### config.mk
export PLATFORM = sky130hd
export DESIGN_NAME = fp_wb_arbiter
export DESIGN_NICKNAME = d
export VERILOG_FILES = /design/src/rtl/riscv_pkg.sv /design/src/rtl/fp_wb_fifo.sv /design/src/rtl/fp_wb_arbiter.sv
export SDC_FILE = /design/constraint.sdc
export NUM_CORES = 1
export LEC_CHECK = 0
export CAP_MARGIN = 10
export CELL_PAD_IN_SITES_DETAIL_PLACEMENT = 1
export CELL_PAD_IN_SITES_GLOBAL_PLACEMENT = 2
export CORE_MARGIN = 2
export CORE_UTILIZATION = 35
export CTS_CLUSTER_DIAMETER = 60
export DETAILED_ROUTE_END_ITERATION = 6
export GPL_TIMING_DRIVEN = 0
export PLACE_DENSITY = 0.81
export SETUP_SLACK_MARGIN = 0.1
export SLEW_MARGIN = 5
export SYNTH_ARGS = -nofsm -noshare
export SYNTH_HDL_FRONTEND = slang
export SYNTH_SLANG_ARGS = --single-unit
export TNS_END_PERCENT = 5
### constraint.sdc
create_clock -name i_clk -period 3.65 [get_ports i_clk]
set_clock_uncertainty 0.05 [all_clocks]
set_input_delay 1.095 -clock i_clk [delete_from_list [all_inputs] [get_ports i_clk]]
set_output_delay 1.095 -clock i_clk [all_outputs]
set_load 0.01 [all_outputs]
### src/rtl/riscv_pkg.sv
// Shared FP writeback types: request record and default skid depth.
package riscv_pkg;

  localparam int FP_WB_FIFO_DEPTH = 4;

  typedef struct packed {
    logic        valid;
    logic [4:0]  dest;
    logic [31:0] data;
    logic [4:0]  fflags;
  } fp_wb_req_t;

endpackage

### src/rtl/fp_wb_fifo.sv
// Synchronous skid FIFO with an occupancy count and a sticky overflow flag.
module fp_wb_fifo #(
  parameter  int DEPTH = 4,
  parameter  int WIDTH = 8,
  localparam int PW    = (DEPTH > 1) ? $clog2(DEPTH) : 1,
  localparam int CW    = $clog2(DEPTH + 1)
) (
  input  logic             clk,
  input  logic             rst,
  input  logic             push,
  input  logic [WIDTH-1:0] push_data,
  input  logic             pop,
  output logic [WIDTH-1:0] head,
  output logic             empty,
  output logic             full,
  output logic [CW-1:0]    count,
  output logic             overflow
);

  logic [WIDTH-1:0] mem_q [DEPTH];
  logic [PW-1:0]    wr_ptr_q, wr_ptr_d, rd_ptr_q, rd_ptr_d;
  logic [CW-1:0]    count_q, count_d;
  logic             overflow_q, overflow_d;
  logic             do_push, do_pop;

  function automatic logic [PW-1:0] ptr_inc(input logic [PW-1:0] p);
    return (p == PW'(DEPTH - 1)) ? '0 : p + 1'b1;
  endfunction

  assign empty    = (count_q == '0);
  assign full     = (count_q == CW'(DEPTH));
  assign head     = mem_q[rd_ptr_q];
  assign count    = count_q;
  assign overflow = overflow_q;

  // Next-state for pointers/count; a push into a full FIFO is only legal with a same-cycle pop.
  always_comb begin
    do_push    = push && (!full || pop);
    do_pop     = pop && !empty;
    wr_ptr_d   = do_push ? ptr_inc(wr_ptr_q) : wr_ptr_q;
    rd_ptr_d   = do_pop  ? ptr_inc(rd_ptr_q) : rd_ptr_q;
    count_d    = count_q;
    if (do_push && !do_pop) count_d = count_q + 1'b1;
    if (!do_push && do_pop) count_d = count_q - 1'b1;
    overflow_d = overflow_q | (push & full & ~pop);
  end

  // Control state with synchronous reset.
  always_ff @(posedge clk) begin
    if (rst) begin
      wr_ptr_q   <= '0;
      rd_ptr_q   <= '0;
      count_q    <= '0;
      overflow_q <= 1'b0;
    end else begin
      wr_ptr_q   <= wr_ptr_d;
      rd_ptr_q   <= rd_ptr_d;
      count_q    <= count_d;
      overflow_q <= overflow_d;
    end
  end

  // Storage needs no reset; only entries below count are ever read.
  always_ff @(posedge clk) begin
    if (do_push) mem_q[wr_ptr_q] <= push_data;
  end

endmodule

### src/rtl/fp_wb_arbiter.sv
// FP regfile writeback arbiter: load > skid FIFO head > fresh pipe > div/sqrt.
module fp_wb_arbiter
  import riscv_pkg::*;
#(
  parameter int FIFO_DEPTH  = FP_WB_FIFO_DEPTH,
  parameter int HOLD_THRESH = 2
) (
  input  logic        i_clk,
  input  logic        i_rst,
  input  logic        i_stall,
  input  logic        i_ld_valid,
  input  logic [4:0]  i_ld_dest,
  input  logic [31:0] i_ld_data,
  input  logic        i_pipe_valid,
  input  logic [4:0]  i_pipe_dest,
  input  logic [31:0] i_pipe_data,
  input  logic [4:0]  i_pipe_fflags,
  input  logic        i_ds_valid,
  input  logic [4:0]  i_ds_dest,
  input  logic [31:0] i_ds_data,
  input  logic [4:0]  i_ds_fflags,
  output logic        o_ds_ready,
  output logic        o_wr_en,
  output logic [4:0]  o_wr_dest,
  output logic [31:0] o_wr_data,
  output logic        o_fflags_valid,
  output logic [4:0]  o_fflags,
  output logic        o_fpu_issue_hold
);

  localparam int CW = $clog2(FIFO_DEPTH + 1);
  localparam int RW = $bits(fp_wb_req_t);

  fp_wb_req_t        ld_req, pipe_req, ds_req, head_req;
  fp_wb_req_t        out_q, out_d;
  logic              ffv_q, ffv_d;
  logic              fifo_push, fifo_pop, fifo_empty, fifo_full, fifo_overflow;
  logic [RW-1:0]     fifo_head;
  logic [CW-1:0]     fifo_count;
  logic [31:0]       occ;
  logic              ds_ready_c;

  assign ld_req   = '{valid: i_ld_valid,   dest: i_ld_dest,   data: i_ld_data,   fflags: 5'd0};
  assign pipe_req = '{valid: i_pipe_valid, dest: i_pipe_dest, data: i_pipe_data, fflags: i_pipe_fflags};
  assign ds_req   = '{valid: i_ds_valid,   dest: i_ds_dest,   data: i_ds_data,   fflags: i_ds_fflags};
  assign head_req = fp_wb_req_t'(fifo_head);

  fp_wb_fifo #(.DEPTH(FIFO_DEPTH), .WIDTH(RW)) u_fifo (
    .clk      (i_clk),
    .rst      (i_rst),
    .push     (fifo_push),
    .push_data(pipe_req),
    .pop      (fifo_pop),
    .head     (fifo_head),
    .empty    (fifo_empty),
    .full     (fifo_full),
    .count    (fifo_count),
    .overflow (fifo_overflow)
  );

  // Grant selection; a pipe result that does not go straight out is parked in the FIFO.
  always_comb begin
    fifo_push  = 1'b0;
    fifo_pop   = 1'b0;
    ds_ready_c = 1'b0;
    out_d      = out_q;
    ffv_d      = ffv_q;
    if (i_stall) begin
      fifo_push = i_pipe_valid;
    end else if (i_ld_valid) begin
      out_d     = ld_req;
      ffv_d     = 1'b0;
      fifo_push = i_pipe_valid;
    end else if (!fifo_empty) begin
      out_d     = head_req;
      ffv_d     = 1'b1;
      fifo_pop  = 1'b1;
      fifo_push = i_pipe_valid;
    end else if (i_pipe_valid) begin
      out_d = pipe_req;
      ffv_d = 1'b1;
    end else begin
      ds_ready_c = 1'b1;
      out_d      = ds_req;
      ffv_d      = i_ds_valid;
    end
  end

  // Registered write port; holds while stalled.
  always_ff @(posedge i_clk) begin
    if (i_rst) begin
      out_q <= '0;
      ffv_q <= 1'b0;
    end else begin
      out_q <= out_d;
      ffv_q <= ffv_d;
    end
  end

  assign occ              = 32'(fifo_count);
  assign o_fpu_issue_hold = !i_rst && (occ >= 32'(HOLD_THRESH));
  assign o_ds_ready       = ds_ready_c && !i_rst;
  assign o_wr_en          = out_q.valid;
  assign o_wr_dest        = out_q.dest;
  assign o_wr_data        = out_q.data;
  assign o_fflags_valid   = out_q.valid && ffv_q;
  assign o_fflags         = ffv_q ? out_q.fflags : 5'd0;

endmodule

== After elaboration in Yosys (flattened, before gate mapping) ==
Memories as Yosys holds them, arrays and structs flattened. A register that Yosys moved wholly into a read port is not among the register bits.
Cells that the tools add are included.

* Add/subtract/negate cells: 4
* Order comparisons: 1
* Equality and inequality tests: 3
* Mux-type cells: 25
* Reduce and logical (&&, ||, !) cells: 15

{| class="wikitable"
|+ Operators with widths
! kind !! count
|-
| $mux W43 || 3
|-
| $mux W1 || 15
|-
| $mux W2 || 4
|-
| $logic_and A1 B1 Y1 || 7
|-
| $mux W3 || 2
|-
| $logic_not A1 Y1 || 5
|-
| $mux W5 || 1
|-
| $add A2 B1 Y2 const B || 2
|-
| $eq A2 B2 Y1 const B || 2
|-
| $add A3 B1 Y3 const B || 1
|-
| $eq A3 B3 Y1 const B || 1
|-
| $ge A3 B2 Y1 const B || 1
|-
| $logic_not A3 Y1 || 1
|-
| $sub A3 B1 Y3 const B || 1
|-
| $reduce_bool A2 Y1 || 1
|-
| $logic_or A1 B1 Y1 || 1
|}

* Flip-flop bits (word level): 51
* Bits in writable memories: 172
* Bits of input ports: 127
* Output and inout bits: 46
* Logic and storage cells: 57
* Memories: 1

{| class="wikitable"
|+ Memories
! name !! words !! bits a word !! rd ports !! clocked after Yosys merged registers in !! wr ports !! RTL line !! RTL
|-
| u_fifo.mem_q || 4 || 43 || 1 || 1 || 1 || fp_wb_fifo.sv:20 || <nowiki>logic [WIDTH-1:0] mem_q [DEPTH];</nowiki>
|}

== Longest topological paths before layout ==
Gate-level depths: netlist of run 1.

* Depth after elaboration: 9
* Depth in mapped cells: 10
* Gate-level depth less buffers: 9

== By module ==
Synthesis of run 1 repeated with hierarchy kept, for this count alone.

* Cells, all modules: 664
* Area, all modules: 10392.5 sq um

{| class="wikitable"
|+ By module, submodules not included
! module !! instances !! cells an instance !! area each (sq um) !! sequential area each (sq um)
|-
| fp_wb_fifo || 1 || 281 || 6711.4 || 5365.1
|-
| fp_wb_arbiter || 1 || 383 || 3681.0 || 880.8
|}

== Worst setup path before layout of run 1 ==
No wires, ideal clock.

* Kind: input to register
* From: in i_ld_valid
* To: mem u_fifo.mem_q[0][0] (netlist name), enable pin
* Library setup time: 0.405 ns
* Data arrival time: 2.915 ns
* Data required time: 3.195 ns
* Path slack: 0.280 ns
* Stages: 4
* Buffers on the path: 1
* Cell sequence: buf_2 o21ai_0 a21oi_1 and3b_1

* Longest elaborated chain between the ends: 6
* Elaborated cells between the ends (all ways): 8
* Classes of those cells: mux: 6; reduce/logical: 2

{| class="wikitable"
|+ RTL lines
! item !! RTL line !! RTL
|-
| from (decl) || fp_wb_arbiter.sv:11 || <nowiki>input logic i_ld_valid,</nowiki>
|-
| $mux W1 || fp_wb_arbiter.sv:70 || <nowiki>end else if (i_ld_valid) begin</nowiki>
|-
| $mux W1 || fp_wb_arbiter.sv:68 || <nowiki>if (i_stall) begin</nowiki>
|-
| $logic_or A1 B1 Y1 || fp_wb_fifo.sv:38 || <nowiki>do_push = push && (!full || pop);</nowiki>
|-
| $logic_and A1 B1 Y1 (*) || fp_wb_fifo.sv:38 ||
|-
| $mux W1 (*) || fp_wb_fifo.sv:65 || <nowiki>if (do_push) mem_q[wr_ptr_q] <= push_data;</nowiki>
|-
| $mux W1 (not written as such) (*) || fp_wb_fifo.sv:65 ||
|-
| to (decl) || fp_wb_fifo.sv:20 ||
|}

Mark *: on every way between the ends. The rest lies on a longest branch, timed or not.

== Worst setup path after layout of run 1 ==
* From: in i_ld_valid
* To: out o_ds_ready

* Longest elaborated chain between the ends: 3

{| class="wikitable"
|+ RTL lines
! item !! RTL line !! RTL
|-
| $mux W1 || fp_wb_arbiter.sv:70 ||
|-
| $mux W1 || fp_wb_arbiter.sv:68 ||
|-
| $logic_and A1 B1 Y1 || fp_wb_arbiter.sv:102 || <nowiki>assign o_ds_ready = ds_ready_c && !i_rst;</nowiki>
|-
| to (decl) || fp_wb_arbiter.sv:22 || <nowiki>output logic o_ds_ready,</nowiki>
|}

No other way between the ends.

==> results of run 1 <==
worst min-delay path, delay by kind of cell (launching register included):
family	cells	cell delay (ns)
simple gates	1	0.05
flops	1	0.32
compound gates	1	0.05
where the power goes:
group / leakage, nW / switching [W] / internal [W] / total (W)
Sequential: 2.01 / 0.000134 / 0.00317 / 0.00330
Combinational: 2.04 / 0.000986 / 0.000836 / 0.00182
Clock: 0.409 / 0.00103 / 0.00151 / 0.00254
Total: 4.46 / 0.00215 / 0.00552 / 0.00767
registers in the layout, indices dropped and copies added, names as in the netlist, named ones only:
| register | count |
|---|---|
| u_fifo.mem_q | 172 |
| o_wr_data | 32 |
| o_wr_dest | 5 |
| out_q | 5 |
| u_fifo.count | 3 |
| u_fifo.rd_ptr_q | 2 |
| u_fifo.wr_ptr_q | 2 |
| ffv_q | 1 |
| o_wr_en | 1 |
layer usage:
metal	routed length, um	track usage (%)	share of wire [%]
met1	12030	23.88	44
met2	13470	30.99	50
met3	1202	2.975	4.4
met4	501	4.447	1.8
met5	0	0	0
stage by stage:
| stage | TNS (ns) | hold WS, ns | worst slack, ns | instances | area [um^2] |
|---|---|---|---|---|---|
| after floorplan | 0 | 0.3747 | 0.2798 | 634 | 10140 |
| after global placement | -274.77 | 0.3877 | -1.611 | 1187 | 12310 |
| after detailed placement | -64.97 | 0.3966 | -0.8799 | 1191 | 12390 |
| after CTS | 0 | 0.4102 | 0.1888 | 1237 | 13250 |
| after global routing | 0 | 0.4241 | 0.1314 | 1237 | 13250 |
| final | 0 | 0.4034 | 0.2163 | 1240 | 13260 |
final timing paths:
path	end	slack (ns)	startpoint	cells past startpoint
setup / recovery	o_ds_ready	0.22	i_ld_valid	5
setup reg to reg	u_fifo.count[2]	0.98	u_fifo.count[2]	9
hold reg to reg	out_q[4]	0.40	out_q[4]	2
hold / removal	out_q[4]	0.40	out_q[4]	2
layout make-up:
cell class                 count  share of cell area, %
multi-input combinational    278                  24.02
timing repair buffer         173                  13.34
antenna                        3                0.05661
inverter                      47                  1.330
clock buffer                  33                  5.340
sequential                   225                  46.95
clock inverter                15                  1.000
tap                          384                  3.623
buffer                        82                  4.340
cell usage in the layout, fill, tap and decap left out, types with 5 or more instances in the layout:
cell / count
dfxtp_1: 53
clkbuf_16: 27
buf_6: 9
a21oi_1: 10
edfxtp_1: 172
nand3_1: 38
nor2_1: 7
mux4_2: 37
mux2_2: 37
mux2i_1: 5
a221oi_2: 50
clkbuf_1: 18
buf_4: 38
buf_2: 20
clkinv_2: 5
a221oi_1: 18
inv_1: 46
mux4_1: 6
clkdlybuf4s50_1: 167
o221ai_1: 5
and2_1: 6
nand2_1: 11
buf_12: 6
clkinv_1: 5
ha_1: 6
repair_timing:
action	CTS	global route
setup endpoints to repair	43	0
resized for setup	11	0
setup buffers	0	0
hold endpoints to repair	0	0
cell families after synthesis:
group                    count (synthesis)  synth area share (%)
flip-flops                             225                 61.42
buffers and inverters                  131                 7.271
AND/OR/NAND/NOR                         88                 4.876
AO/OA/AOI/OAI                           96                 10.94
multiplexers                            85                 14.38
XOR/XNOR                                 2                0.1728
adder cells (fa/ha/maj)                  7                0.9381
==> metrics, run 1 <==
status finished, final reports clean; Die ar. 0.03034 mm^2; clk buf depth 3; CP max stage cell dlygate4sd2_1; Root Buffer clkbuf_16; core area 0.02863 mm^2; FF+latch count, synth between 200 and 250; Global Route Usage Sum 18.04%; CP endpoint kind primary output; drt initial violations approximately 320; max cap viols 0; DR DRC count 0; WL final 27,200 um; initial antenna violation count 3; CTS Buf Count 26; latest clock arrival within the worst-skew pair 0.52 ns; share of cells above drive strength 1 28.84%; Initial Util 35.41%; WP buf/inv 2; startpoint types primary input; top cells by count, synth edfxtp_1 (172), dfxtp_1 (53), a221oi_2 (50), inv_1 (46), nand3_1 (39); area delta synth->final 30.84%; Die Wd 174.2 um; final hold vios 0; register area share after synthesis between 60% and 70%; CP Max Fanout 16; crit-path max cell delay 0.29 ns; die height 174.2 um; ranking of synthesized cells by area edfxtp_1 (51%), dfxtp_1 (10%), mux4_2 (8.2%); clock-pin slew on the worst setup and hold paths 0.06 ns; syn nets 768; most common cell in the netlist edfxtp_1; Synth async-reset ratio 0%; Peak VDD IR 0.2583 mV; YS warnings 0; first-pass GRT wire length 41,690 um; slew margin rel. 37.10%; Unique masters post-synth 46; fin util between 40% and 50%; first-pass iteration count of the detailed router 4; nets@finish about 970; Post-synth EDFFs 172; number of global-route vias before repair 6,881; final max-slew violation count 0; Post-Synthesis Cells ~630; fill count approximately 2,800; CTS tree yes; CP required 2.50 ns; DR vias/cell 5.086; final setup fails 0; post-synth top area cell edfxtp_1; mapped cell area roughly 0.010 mm^2; Hold Buf Count CTS 0; I/O pins ~170; input/output buffers 169; ys flop type edfxtp_1; grt ovf 0; vias 6,307; Reg area 0.006226 mm^2; worst slew pin tran 0.9435 ns; Critical Path, Cell by Cell buf_2 -> nor2_2 -> nand3_2 -> nor2_1 -> dlygate4sd2_1; Fmax 291.2 MHz; Tcrit/Tclk final between 90% and 100%; area of the multi-input gates between 0.003 and 0.004 mm^2; standard-cell rows 62; Critical Path AT 2.29 ns; Pwr Density 578.2 mW/mm^2; hold crit path type reg2reg; clk sink count 225; Final min period about 3.4 ns; leakage 4.462 nW; post-detail-place hpwl 18,630 um; htree depth 1; RD Place Congestion 0.7622; Avg WL per Cell between 20 and 25 um; overall power ~0.0077 W; Yosys top cell area share 50.96%; unrepaired setup endpoints after global routing false; number of antenna-violating nets in the routed design 0; Crit Path Class in2out; largest net degree at the start of global routing 28; CP delay by family, top simple AND/OR/NAND/NOR gates; Syn Area/Cell ~16 um^2
(Power assumes the default switching activity.)
==> run 2, diff against run 1 <==
Settings changed: CELL_PAD_IN_SITES_DETAIL_PLACEMENT 1 to not set, CELL_PAD_IN_SITES_GLOBAL_PLACEMENT 2 to not set, GPL_ROUTABILITY_DRIVEN set to 0, PLACE_DENSITY 0.81 to 0.63.
==> run 2 against run 1 <==
Count of clock-buffer cells in the layout rose by 3; first-iteration DRC count rose by 22%; flip-flop and latch count did not move; via count fell by 1.5%; sequential power barely moved; total power rose by 1.3%; non-clock buffer count did not move.
==> metrics, run 2 (same netlist as run 1, synthesis figures left out) <==
status finished, final reports clean; clock-pin slew on the worst setup and hold paths 0.06 ns (about the same); Peak VDD IR 0.3672 mV (+42%); WHS Endpoint out_q[3]; Pwr Density 583.5 mW/mm^2 (+0.92%); nets@finish 967 (unchanged); placed cell areas 0.01239 mm^2 (unchanged); DR vias/cell 5.023 (-1.2%); share of cells above drive strength 1 28.72% (-0.12 points); Ant. Diodes 0 (-3); Global Route Usage Sum 16.75% (-1.3 points); grt ovf 0 (unchanged); Tcrit/Tclk final 93.33% (-0.74 points); non-filler cells, final 1,237 (-0.24%); worst slew pin tran 0.8978 ns (-0.04567 ns); most common cell after layout, fill and taps aside edfxtp_1; first-pass GRT wire length 38,880 um (-6.7%); Final TNS setup 0 ns (unchanged); placed insts 1,191 (unchanged); I/O pins 173 (unchanged); vias 6,214 (-1.5%); input/output buffers 169 (unchanged); leakage 4.497 nW (+0.76%); Final min period 3.407 ns (-0.02718 ns); area delta synth->final 31.30%; WL final 25,220 um (-7.3%); fin util 46.49% (+0.17 points); startpoint types primary input; initial antenna violation count 1 (-2); max reg flops 172 (unchanged); DR DRC count 0 (unchanged); hold crit path type reg2reg; Die ar. 0.03034 mm^2 (unchanged); fill count 2,500 (-12%); most frequent cells in the layout edfxtp_1 (172), clkdlybuf4s50_1 (167), dfxtp_1 (53), a221oi_2 (50), inv_1 (46); CTS tree yes; Fmax 293.6 MHz (+0.80%); max cap viols 0 (unchanged); CP required 2.50 ns (about the same); Root Buffer clkbuf_16; die height 174.2 um (unchanged); R2R Path End u_fifo.count[2]; first-pass iteration count of the detailed router 5 (+1); Crit Path Class in2out; drt initial violations 386 (+22%); Worst Setup SP i_ld_valid; post-detail-place hpwl 17,370 um (-6.7%); CTS Buf Count 26 (unchanged); Worst Min Path Start out_q[3]; CP Max Fanout 16 (unchanged); largest net degree at the start of global routing 28 (unchanged); largest register by flop count u_fifo.mem_q; clk buf depth 3 (unchanged); slew margin rel. 40.14% (+3.0 points); standard-cell rows 62 (unchanged); CP endpoint kind primary output; Hold Buf Count CTS 0 (unchanged); latest clock arrival within the worst-skew pair 0.51 ns (about the same); Worst Hold Depth 2 (unchanged); clk sink count 225 (unchanged); htree depth 1 (unchanged); Initial Util 35.41% (unchanged); fin area 0.01331 mm^2 (+0.36%); final setup fails 0 (unchanged); number of global-route vias before repair 6,582 (-4.3%); final hold vios 0 (unchanged); r2r worst-path depth 9 (unchanged); Critical Path AT 2.26 ns (-0.03 ns); Setup Fix Bufs, Post-CTS 0 (unchanged); Die Wd 174.2 um (unchanged); core area 0.02863 mm^2 (unchanged); final max-slew violation count 0 (unchanged); Avg WL per Cell 20.39 um (-7.0%); register-to-register path setup slack 1.03 ns (+0.05 ns); reg2reg start u_fifo.count[2]; unrepaired setup endpoints after global routing false; worst hold margin 0.4127 ns (+0.009303 ns); number of antenna-violating nets in the routed design 0 (unchanged)
run 2: repair_timing:
action	in CTS	in global routing
gates resized for setup	9	3
endpoints found under the hold margin	0	0
gates cloned	0	0
setup endpoints to repair	104	1
run 2: layout make-up:
cell class	instances	area [um^2]	share of cell area, %
Sequential cell	225	6226	46.78
Timing Repair Buffer	173	1773	13.32
Multi-Input combinational cell	278	3188	23.95
Tap cell	384	480.5	3.610
Clock buffer	36	729.5	5.481
Buffer	82	574.3	4.315
Inverter	47	176.4	1.326
Clock inverter	12	161.4	1.213
run 2: worst max-delay path, cell delays in order:
cell and delay (ns):
buf_2 0.26, nor2_2 0.25, nand3_2 0.20, nor2_2 0.17, dlygate4sd2_1 0.28
run 2: worst max path at each step:
| stage | to | slack [ns] | cells past startpoint |
|---|---|---|---|
| final | o_ds_ready | 0.24 | 5 |
| after floorplan | u_fifo.mem_q[0][0] | 0.28 | 4 |
| after CTS | o_ds_ready | 0.03 | 5 |
| after global placement | u_fifo.mem_q[0][33] | -1.68 | 5 |
| after global routing | o_ds_ready | 0.17 | 5 |
| after detailed placement | o_ds_ready | -0.91 | 6 |
run 2: per-stage QoR:
step           total power, W  worst slack, ns
6_report             0.007765           0.2435
3_3_place_gp         0.005131           -1.676
4_1_cts              0.007869          0.02690
2_1_floorplan        0.004445           0.2798
3_5_place_dp         0.005181          -0.9092
5_1_grt              0.008115           0.1731
run 2: where the power goes:
| group | leakage (nW) | internal (W) | switching [W] |
|---|---|---|---|
| clock network | 0.436 | 0.00168 | 0.000994 |
| registers | 2.01 | 0.00317 | 0.000123 |
| logic | 2.05 | 0.000834 | 0.000970 |
run 2: layer usage:
metal  global-route usage (%)  vias up  wire length [um]
li1                         -     2887                 -
met4                    3.887        2               393
met5                        0        -                13
met3                    2.647       34              1292
met1                    22.34     3115             11140
met2                    28.80      176             12380
==> run 3, diff against run 2 <==
Settings changed: CAP_MARGIN 10 to 0.
==> run 3 against run 2 <==
Global-route usage fell by 0.19 points; via count down 0.60%; sequential share of layout area increased by 0.44 points; critical path type unchanged; largest cell class unchanged; largest power group unchanged; count of clock-buffer cells in the layout is 2 higher.
==> metrics, run 3 (same netlist as run 1, synthesis figures left out) <==
status finished, final reports clean; final setup fails 0 (unchanged); Avg WL per Cell 20.30 um (-0.44%); input/output buffers 169 (unchanged); worst slew pin tran 0.8792 ns (-0.01860 ns); CP endpoint kind primary output; hold crit path type reg2reg; overall power 0.007446 W (-4.1%); Root Buffer clkbuf_16; final max-slew violation count 0 (unchanged); max reg flops 172 (unchanged); Worst Min Path Start out_q[3]; CTS tree yes; Worst Hold Depth 2 (unchanged); largest register by flop count u_fifo.mem_q; most common cell after layout, fill and taps aside edfxtp_1; number of antenna-violating nets in the routed design 0 (unchanged); Initial Util 35.41% (unchanged); CP required 2.50 ns (about the same); grt ovf 0 (unchanged); I/O pins 173 (unchanged); clk sink count 225 (unchanged); worst hold margin 0.4157 ns (+0.003002 ns); Setup Fix Bufs, Post-CTS 0 (unchanged); non-filler cells, final 1,235 (-0.16%); R2R Path End u_fifo.count[2]; CP Max Fanout 16 (unchanged); clock-pin slew on the worst setup and hold paths 0.06 ns (about the same); Critical Path AT 2.25 ns (about the same); latest clock arrival within the worst-skew pair 0.52 ns (about the same); Tcrit/Tclk final 92.89% (-0.44 points); fin area 0.01319 mm^2 (-0.93%); CTS Buf Count 25 (-3.8%); Crit Path Class in2out; Pwr Density 564.7 mW/mm^2 (-3.2%); drt initial violations 395 (+2.3%); largest net degree at the start of global routing 28 (unchanged); htree depth 1 (unchanged); die height 174.2 um (unchanged); reg2reg start u_fifo.count[2]; leakage 4.432 nW (-1.4%); r2r worst-path depth 9 (unchanged); Die ar. 0.03034 mm^2 (unchanged); nets@finish 966 (-0.10%); Ant. Diodes 0 (unchanged); Peak VDD IR 0.3810 mV (+3.7%); standard-cell rows 62 (unchanged); placed cell areas 0.01239 mm^2 (unchanged); slew margin rel. 41.38% (+1.2 points); register-to-register path setup slack 0.98 ns (-0.05 ns); number of global-route vias before repair 6,673 (+1.4%); share of cells above drive strength 1 28.20% (-0.52 points); core area 0.02863 mm^2 (unchanged); fill count 2,527 (+1.1%); initial antenna violation count 1 (unchanged); clk buf depth 3 (unchanged); DR vias/cell 5.002 (-0.43%); post-detail-place hpwl 17,340 um (-0.19%); final hold vios 0 (unchanged); unrepaired setup endpoints after global routing false; Global Route Usage Sum 16.57% (-0.19 points); Final min period 3.390 ns (-0.01619 ns); first-pass iteration count of the detailed router 4 (-1); Die Wd 174.2 um (unchanged); area delta synth->final 30.08%; WHS Endpoint out_q[3]; max cap viols 0 (unchanged); vias 6,177 (-0.60%); startpoint types primary input; Fmax 295.0 MHz (+0.48%); first-pass GRT wire length 38,610 um (-0.71%); most frequent cells in the layout edfxtp_1 (172), clkdlybuf4s50_1 (167), dfxtp_1 (53), a221oi_2 (50), inv_1 (46); WL final 25,070 um (-0.60%); placed insts 1,191 (unchanged); DR DRC count 0 (unchanged)
[run 3: cell types whose count changed in the layout (fill, tap and decap cells not counted), sizes merged]
cell,previous run,this run
clkinv,8,6
inv,47,48
clkbuf,49,51
bufinv,4,1
[run 3: worst max-delay path by stage]
stage | depth (start not counted) | startpoint | endpoint
2_1_floorplan | 4 | i_ld_valid | u_fifo.mem_q[0][0]
3_3_place_gp | 5 | i_pipe_valid | u_fifo.mem_q[0][33]
3_5_place_dp | 6 | i_pipe_valid | o_ds_ready
4_1_cts | 5 | i_pipe_valid | o_ds_ready
5_1_grt | 5 | i_ld_valid | o_ds_ready
6_report | 5 | i_ld_valid | o_ds_ready
[run 3: report_power, final]
part	leakage [nW]	total (W)	switching (W)	internal (W)
combinational	2.05	0.00181	0.000973	0.000834
sequential	2.01	0.00329	0.000122	0.00317
clock	0.371	0.00235	0.000965	0.00138
[run 3: routing by layer]
metal | global-route usage [%] | up-vias | wire length [um]
li1 | - | 2881 | -
met1 | 21.94 | 3102 | 11160
met2 | 28.55 | 155 | 12270
met3 | 2.362 | 37 | 1152
met4 | 4.482 | 2 | 476
met5 | 0 | - | 13
[run 3: layout make-up]
| class | count | area [um^2] | area share, % |
|---|---|---|---|
| Inverter | 47 | 176.4 | 1.338 |
| Multi-Input combinational cell | 278 | 3188 | 24.18 |
| Clock buffer | 38 | 694.4 | 5.267 |
| Buffer | 82 | 574.3 | 4.356 |
| Timing Repair Buffer | 173 | 1773 | 13.45 |
| Clock inverter | 8 | 72.57 | 0.5504 |
| Tap cell | 384 | 480.5 | 3.644 |
| Sequential cell | 225 | 6226 | 47.22 |
[run 3: worst max-delay path, stage by stage]
cell           delay (ns)
buf_2                0.25
nor2_2               0.24
nand3_2              0.20
nor2_2               0.16
dlygate4sd2_1        0.28
[run 3: repair_timing]
action                     in CTS  in global routing
hold buffers                    0                  0
setup endpoints to repair     104                  1
gates cloned                    0                  0
resized for setup               9                  3
[run 3: per-stage QoR]
stage / utilization (%) / setup slack, ns / TNS (ns)
after floorplan: - / 0.2798 / 0
after global placement: 43.00 / -1.676 / -277.58
after detailed placement: 43.29 / -0.9155 / -69.28
after CTS: 46.02 / 0.02451 / 0
after global routing: 46.06 / 0.1758 / 0
final: 46.06 / 0.2597 / 0
